<file path="src/rtl/bit_serial_pkg.sv">
// Shared types and limits for the bit-serial adder.
package bit_serial_pkg;
  typedef enum logic [1:0] {IDLE = 2'd0, RUN = 2'd1, DONE = 2'd2} state_t;
  localparam int MIN_WIDTH = 2;
  localparam int MAX_WIDTH = 64;
endpackage

</file>
<file path="src/rtl/half_adder.sv">
// Combinational half adder: {y, x} in, {carry, sum} out.
module half_adder (
  input  logic [1:0] xy,
  output logic [1:0] cs
);
  assign cs = {xy[1] & xy[0], xy[1] ^ xy[0]};
endmodule

</file>
<file path="src/rtl/bit_serial_adder.sv">
// LSB-first bit-serial adder with a registered carry and valid/ready on both sides.
module bit_serial_adder
  import bit_serial_pkg::*;
#(
  parameter int WIDTH = 8
) (
  input  logic             clock,
  input  logic             reset_n,
  input  logic             in_valid,
  output logic             in_ready,
  input  logic [WIDTH-1:0] a,
  input  logic [WIDTH-1:0] b,
  output logic             out_valid,
  input  logic             out_ready,
  output logic [WIDTH:0]   sum
);
  localparam int CW = $clog2(WIDTH);

  if (WIDTH < MIN_WIDTH || WIDTH > MAX_WIDTH) begin : g_bad_width
    $error("bit_serial_adder: WIDTH out of range");
  end

  state_t           state;
  logic [WIDTH-1:0] sa, sb;
  logic [WIDTH-2:0] res;
  logic             c;
  logic [CW-1:0]    cnt;
  logic [1:0]       ha1, ha2;
  logic             c_nxt;
  logic [WIDTH-1:0] res_full;
  logic             accept;

  half_adder u_ha1 (.xy({sb[0], sa[0]}), .cs(ha1));
  half_adder u_ha2 (.xy({c, ha1[0]}),    .cs(ha2));

  assign c_nxt    = ha1[1] | ha2[1];
  // Only WIDTH-1 bits need storing; the final bit joins them on the last edge.
  assign res_full = {ha2[0], res};
  assign in_ready = (state == IDLE) || (state == DONE && out_ready);
  assign accept   = in_valid && in_ready;

  always_ff @(posedge clock or negedge reset_n) begin
    if (!reset_n) begin
      state     <= IDLE;
      out_valid <= 1'b0;
      sum       <= '0;
      sa        <= '0;
      sb        <= '0;
      res       <= '0;
      c         <= 1'b0;
      cnt       <= '0;
    end else begin
      unique case (state)
        IDLE: if (in_valid) state <= RUN;
        RUN: begin
          sa  <= sa >> 1;
          sb  <= sb >> 1;
          res <= res_full[WIDTH-1:1];
          c   <= c_nxt;
          cnt <= cnt + 1'b1;
          if (cnt == CW'(WIDTH - 1)) begin
            state     <= DONE;
            out_valid <= 1'b1;
            sum       <= {c_nxt, res_full};
          end
        end
        DONE: if (out_ready) begin
          out_valid <= 1'b0;
          state     <= in_valid ? RUN : IDLE;
        end
        default: state <= IDLE;
      endcase
      if (accept) begin
        sa  <= a;
        sb  <= b;
        res <= '0;
        c   <= 1'b0;
        cnt <= '0;
      end
    end
  end
endmodule

</file>
<file path="config.mk">
export PLATFORM = sky130hd
export DESIGN_NAME = bit_serial_adder
export DESIGN_NICKNAME = d
export VERILOG_FILES = /design/src/rtl/bit_serial_pkg.sv /design/src/rtl/half_adder.sv /design/src/rtl/bit_serial_adder.sv
export SDC_FILE = /design/constraint.sdc
export NUM_CORES = 1
export LEC_CHECK = 0
export CORE_MARGIN = 5
export CORE_UTILIZATION = 45
export DETAILED_ROUTE_END_ITERATION = 6
export PLACE_DENSITY = 0.79
export SETUP_SLACK_MARGIN = 0.4
export SLEW_MARGIN = 10
export SYNTH_ARGS = -nofsm -noshare
export SYNTH_HDL_FRONTEND = slang
export SYNTH_HIERARCHICAL = 1
export SYNTH_SLANG_ARGS = --single-unit
</file>
<file path="constraint.sdc">
create_clock -name clock -period 2 [get_ports clock]
set_input_delay 0.2 -clock clock [delete_from_list [all_inputs] [get_ports clock]]
set_output_delay 0.2 -clock clock [all_outputs]
set_load 0.02 [all_outputs]
</file>
==> results of run 1 <==
==> power by group <==
group / internal (mW) / switching, mW
clock: 0.244 / 0.255
combinational: 0.927 / 0.658
sequential: 1.12 / 0.208
==> worst min path at each step <==
stage,startpoint,end,depth (start not counted)
3_3_place_gp,reset_n,sa[7]$_DFFE_PN0P_,1
6_report,reset_n,cnt[2]$_DFFE_PN0P_,1
4_1_cts,reset_n,sa[5]$_DFFE_PN0P_,1
2_1_floorplan,reset_n,c$_DFFE_PN0P_,0
5_1_grt,reset_n,sum[5]$_DFFE_PN0P_,1
3_5_place_dp,reset_n,sa[5]$_DFFE_PN0P_,1
==> repair_timing <==
action | CTS | global route
setup endpoints to repair | 22 | 16
gates resized for setup | 2 | 11
cloned | 0 | 1
pin swaps | 0 | 1
buffers inserted | 2 | 2
==> cells by family after synthesis <==
group / count (synthesis) / synth area share [%]
XOR/XNOR: 1 / 0.479
AO/OA/AOI/OAI: 19 / 6.63
multiplexers: 38 / 26.1
AND/OR/NAND/NOR: 27 / 6.15
buffers and inverters: 13 / 4.58
flip-flops: 39 / 53.3
adder cells (fa/ha/maj): 4 / 2.73
==> state kept, by name, summed over array words and instances (netlist names) <==
| name | cells |
|---|---|
| state | 2 |
| sb | 8 |
| sa | 8 |
| cnt | 3 |
| res | 7 |
| c | 1 |
| sum | 9 |
| out_valid | 1 |
==> routing by layer <==
layer  GRT usage [%]  share of wire (%)  wire [um]
met3            4.10                5.6        194
met5               0                  0          0
met1            15.3                 44       1520
met2            22.7                 49       1710
met4            6.04                1.2         40
==> placed cells by master, fill, tap and decap left out <==
master,count
inv_1,5
clkbuf_16,1
dlygate4sd2_1,1
nand3b_1,1
nor2b_1,1
clkbuf_1,2
clkdlybuf4s50_1,28
nand2_1,21
xnor2_1,1
mux2i_1,2
clkinv_2,1
a21oi_1,11
ha_1,2
o31ai_1,1
clkbuf_8,5
ha_4,1
mux2_2,14
o21ai_0,4
a211oi_1,1
nand2b_4,1
mux2_4,22
dfrtp_1,39
o211a_1,1
nor2_1,3
buf_4,4
buf_2,1
ha_2,1
buf_12,2
o211ai_4,1
==> critical path, delay by kind of cell (launching register included) <==
kind / cells / cell delay (ns)
mux: 2 / 0.63
simple gates: 1 / 0.35
flops: 1 / 0.50
==> metrics by stage <==
stage | cell area (sq um) | std cells | worst slack, ns | hold slack [ns] | util, %
4_1_cts | 2260 | 225 | 0.410 | 0.0433 | 57.0
3_5_place_dp | 2150 | 215 | 0.186 | 0.354 | 54.2
5_1_grt | 2350 | 228 | 0.330 | 0.0982 | 59.1
3_3_place_gp | 2150 | 215 | 0.223 | 0.336 | 54.2
6_report | 2350 | 228 | 0.407 | 0.0122 | 59.1
2_1_floorplan | 1830 | 141 | 0.486 | -0.0956 | -
==> area by class of cell <==
| type | instances | area, sq um | area share (%) |
|---|---|---|---|
| Tap cell | 50 | 62.6 | 2.66 |
| Inverter | 5 | 18.8 | 0.799 |
| Sequential cell | 39 | 976 | 41.6 |
| Timing Repair Buffer | 37 | 389 | 16.6 |
| Multi-Input combinational cell | 89 | 821 | 34.9 |
| Clock buffer | 7 | 76.3 | 3.25 |
| Clock inverter | 1 | 5.00 | 0.213 |
==> results.toml, run 1 <==
[status]
outcome = "complete, no violations"

[timing]
drv_slew = 0
tightest_slew_ns = 0.832
period_minus_slack_ns = 1.59
setup_tns_ns = 0
clock_skew_ns = 0.00731
min_period_over_period_pct = 79.7
fmax_mhz = 628
setup_viol = 0
hold_violations = 0
rsz0062_at_grt = "yes"
relSlewSlack_pct = 44.5

[finish]
antennaDiodeCount = 0
drive_above_1_share_pct = 30.3
syn_to_final_growth_pct = 28.3
nNetsFinal = 201
n_fill_cell = 313

[synth]
ys_ff_latch = 39
syn_area_sq_um = 1830
yosysTopAreaCell = "dfrtp_1"
synth_cells = 141
synth_edf_count = 0
synth.area.top_cells = "dfrtp_1 53%, mux2_2 14%, mux2_4 11%"
synth_most_common_cell = "dfrtp_1"
ys.flop_type = "dfrtp_1"
avgSynthCellArea_sq_um = 13.0
yosysUniqueCellTypes = 22
synth_nets = 165
netlist_top_cells_count = "39 x dfrtp_1, 22 x mux2_2, 21 x nand2_1"
yosysSeqAreaShare_pct = 53.3
async_flop_share_pct = 100
synth_warnings = 6
yosys.area.top_type_share_pct = 53.3

[worst_setup_path]
r2r_slack_ns = 0.41
cpMostUsedCell = "mux2_2"
critical_path_arrival_ns = 1.77
cp_max_fo = 8
endpoint_kind = "register"
r2r_end = "sa[5]$_DFFE_PN0P_"
cp_slowest_cell = "dfrtp_1"
cp-endpoint = "sa[5]$_DFFE_PN0P_"
crit_type = "register to register"
reg2regPathDepth = 3
critPathLaunchType = "register"
crit_required_ns = 2.17
path_cells = "nor2b_1 -> mux2_2 -> mux2_2"
r2r-start = "state[0]$_DFFE_PN0P_"
critPathMaxStageDelay_ns = 0.50
startpoint = "state[0]$_DFFE_PN0P_"

[place]
gp_congestion = 0.764
hpwlAfterDp_um = 2270
port_buffers = 30

[detailed_routing]
routedWlPerCell_um = 15.2
first_iter_violations = 34
drtAntennaViolNets = 0
via_per_inst = 5.06
drcViolationCount = 0
vias = 1154
wirelength_um = 3470
first_pass_iters = 4

[grt]
grtUsageTotal_pct = 13.4
grt_antenna_before_repair = 0
grt_pass1_vias = 1247
grt_pass1_wl_um = 5470
grt_max_degree = 40
grt_overflow_total = 0

[floorplan]
die_w_um = 73.8
ios = 31
chipHeight_um = 73.8
num_rows = 23
coreArea_sq_um = 3970
initial_utilization_pct = 46.1
dieArea_sq_um = 5440

[pwr]
power_density_nw_per_um2 = 1450
p_total_mw = 3.41
leakagePower_nw = 1.13
irDropWorstVdd_mv = 0.520

[clock_network]
root_buffer = "clkbuf_8"
cts.clk_slew.worst_paths_ns = 0.07
clock_sinks = 39
cts_tree = "built"
cts_max_level = 2
numCtsBuffers = 5
cts_max_path_buffers = 2
postCtsHoldBufs = 0
clk_latency_ns = 0.29

[run]
maxCapViolCount = 0

[min_path]
hold_class = "input pin to asynchronous set/reset pin"
(Power assumes the default switching activity.)
==> run 2, diff against run 1 <==
--- a/config.mk
+++ b/config.mk
@@ -8,7 +8,7 @@
 export CORE_MARGIN = 5
 export CORE_UTILIZATION = 45
 export DETAILED_ROUTE_END_ITERATION = 6
-export PLACE_DENSITY = 0.79
+export PLACE_DENSITY = 0.82
 export SETUP_SLACK_MARGIN = 0.4
 export SLEW_MARGIN = 10
 export SYNTH_ARGS = -nofsm -noshare
==> constraint.sdc (replaced) <==
create_clock -name clock -period 1.25 [get_ports clock]
set_input_delay 0.125 -clock clock [delete_from_list [all_inputs] [get_ports clock]]
set_output_delay 0.125 -clock clock [all_outputs]
set_load 0.02 [all_outputs]
==> results.toml, run 2 (synthesis results as in run 1) <==
[status]
outcome = "finished with violations"
violations = "setup timing"

[worst_setup_path]
path_cells = "ha_2 -> ha_4 -> nand3b_1 -> buf_12 -> mux2_4"
crit_required_ns = 1.44
path_depth = 5
critPathTopFamily = "flip-flops"
reg2regPathDepth = 5
crit_type = "register to register"
critical_path_arrival_ns = 1.68
crit_buf_inv = 1
endpoint_kind = "register"
cp_slowest_cell = "dfrtp_1"
critPathMaxStageDelay_ns = 0.42
critPathLaunchType = "register"
cp_max_fo = 9

[detailed_routing]
via_per_inst = 5.11
wirelength_um = 4870
routedWlPerCell_um = 18.9
first_iter_violations = 87
drcViolationCount = 0
first_pass_iters = 4
drtAntennaViolNets = 0
vias = 1319

[place]
post-place-cells = 228
gp_congestion = 0.746
port_buffers = 30
postPlaceCellArea_sq_um = 2320
hpwlAfterDp_um = 2640

[grt]
grt_max_degree = 40
grtUsageTotal_pct = 16.5
grt_pass1_wl_um = 6660
grt_overflow_total = 0
grt_antenna_before_repair = 0
grt_pass1_vias = 1367

[floorplan]
dieArea_sq_um = 5440
chipHeight_um = 73.8
die_w_um = 73.8
num_rows = 23
coreArea_sq_um = 3970
initial_utilization_pct = 46.1
ios = 31

[finish]
final_cell_mix = "37 x dfrtp_1, 36 x mux2_4, 22 x buf_4"
postLayoutCoreUtil_pct = 72.5
nNetsFinal = 231
reg.largest.list = "sum: 9 flops, sa: 8 flops, sb: 8 flops"
largest_register_ffs = 9
syn_to_final_growth_pct = 57.3
final_common_cell = "dfrtp_1"
ff_latch_area_sq_um = 978
antennaDiodeCount = 0
finalInstanceArea_sq_um = 2880
final_cells = 258
regMostFlops = "sum"
n_fill_cell = 236
drive_above_1_share_pct = 59.6
multiInputGateArea_sq_um = 1050

[timing]
rsz0062_at_grt = "yes"
setup_viol = 39
setup_ws_ns = -0.245
tightest_slew_ns = 0.355
drv_slew = 0
relSlewSlack_pct = 76.3
period_minus_slack_ns = 1.50
clock_skew_ns = 0.00347
fmax_mhz = 669
setup_tns_ns = -5.96
min_period_over_period_pct = 120
hold_violations = 0

[pwr]
leakagePower_nw = 1.43
irDropWorstVdd_mv = 1.38
power_density_nw_per_um2 = 2530

[min_path]
hold_class = "input pin to asynchronous set/reset pin"

[clock_network]
root_buffer = "clkbuf_8"
numCtsBuffers = 5
cts_max_level = 2
clk_latency_ns = 0.30
cts.clk_slew.worst_paths_ns = 0.08
clock_sinks = 39
cts_tree = "built"
cts_max_path_buffers = 2

[run]
maxCapViolCount = 0
-- run 2: layout make-up --
cell class,count,area share [%]
tap,50,2.17
clock buffer,6,2.52
multi-input combinational,90,36.4
sequential,39,34.0
timing repair buffer,66,23.9
inverter,5,0.652
clock inverter,2,0.435
-- run 2: worst paths after layout --
path | to | slack [ns] | start
hold reg to reg | sum[0]$_DFFE_PN0P_ | 0.54 | res[0]$_DFFE_PN0P_
max in group asynchronous | state[1]$_DFFE_PN0P_ | 0.61 | reset_n
setup reg to reg | sum[2]$_DFFE_PN0P_ | -0.25 | cnt[1]$_DFFE_PN0P_
min in group clock | sa[7]$_DFFE_PN0P_ | 0.37 | a[7]
hold / removal | sum[3]$_DFFE_PN0P_ | 0.35 | reset_n
setup / recovery | sum[2]$_DFFE_PN0P_ | -0.25 | cnt[1]$_DFFE_PN0P_
-- run 2: power by group --
group          internal [mW]  switching [mW]  leakage (nW)
registers               1.79           0.484         0.495
clock network          0.390           0.473        0.0412
logic                   2.53            1.61         0.891
-- run 2: repair_timing --
item / CTS / global route
hold endpoints to repair: 39 / 0
setup endpoints to repair: 50 / 89
gates resized for setup: 89 / 44
hold buffers: 1 / 0
setup buffers: 10 / 8
pin swaps: 2 / 19
cloned: 2 / 1
-- run 2: per-layer routing --
| layer | wire [um] | part of all wire, % | global-route usage, % | up-vias |
|---|---|---|---|---|
| met2 | 2550 | 52 | 26.8 | 26 |
| met5 | 0 | 0 | 0 | - |
| met4 | 114 | 2.3 | 6.64 | 0 |
| met3 | 157 | 3.2 | 4.24 | 11 |
| li1 | - | - | - | 615 |
| met1 | 2050 | 42 | 20.8 | 667 |
-- run 2: worst reg2reg max path, delay by kind of cell (launching register included) --
family / cells / cell delay, ns
adder cells (fa/ha/maj): 2 / 0.38
buffers and inverters: 1 / 0.16
flip-flops: 1 / 0.42
multiplexers: 1 / 0.31
AND/OR/NAND/NOR: 1 / 0.12
-- run 2: metrics by stage --
step                      total power [mW]  hold slack (ns)  setup WS (ns)
after floorplan                       4.09           -0.171         -0.197
after global placement                4.65            0.190         -0.295
after detailed placement              4.85            0.205         -0.334
after CTS                             6.27            0.375         -0.201
after global routing                  7.63            0.381         -0.269
final                                 7.28            0.351         -0.245
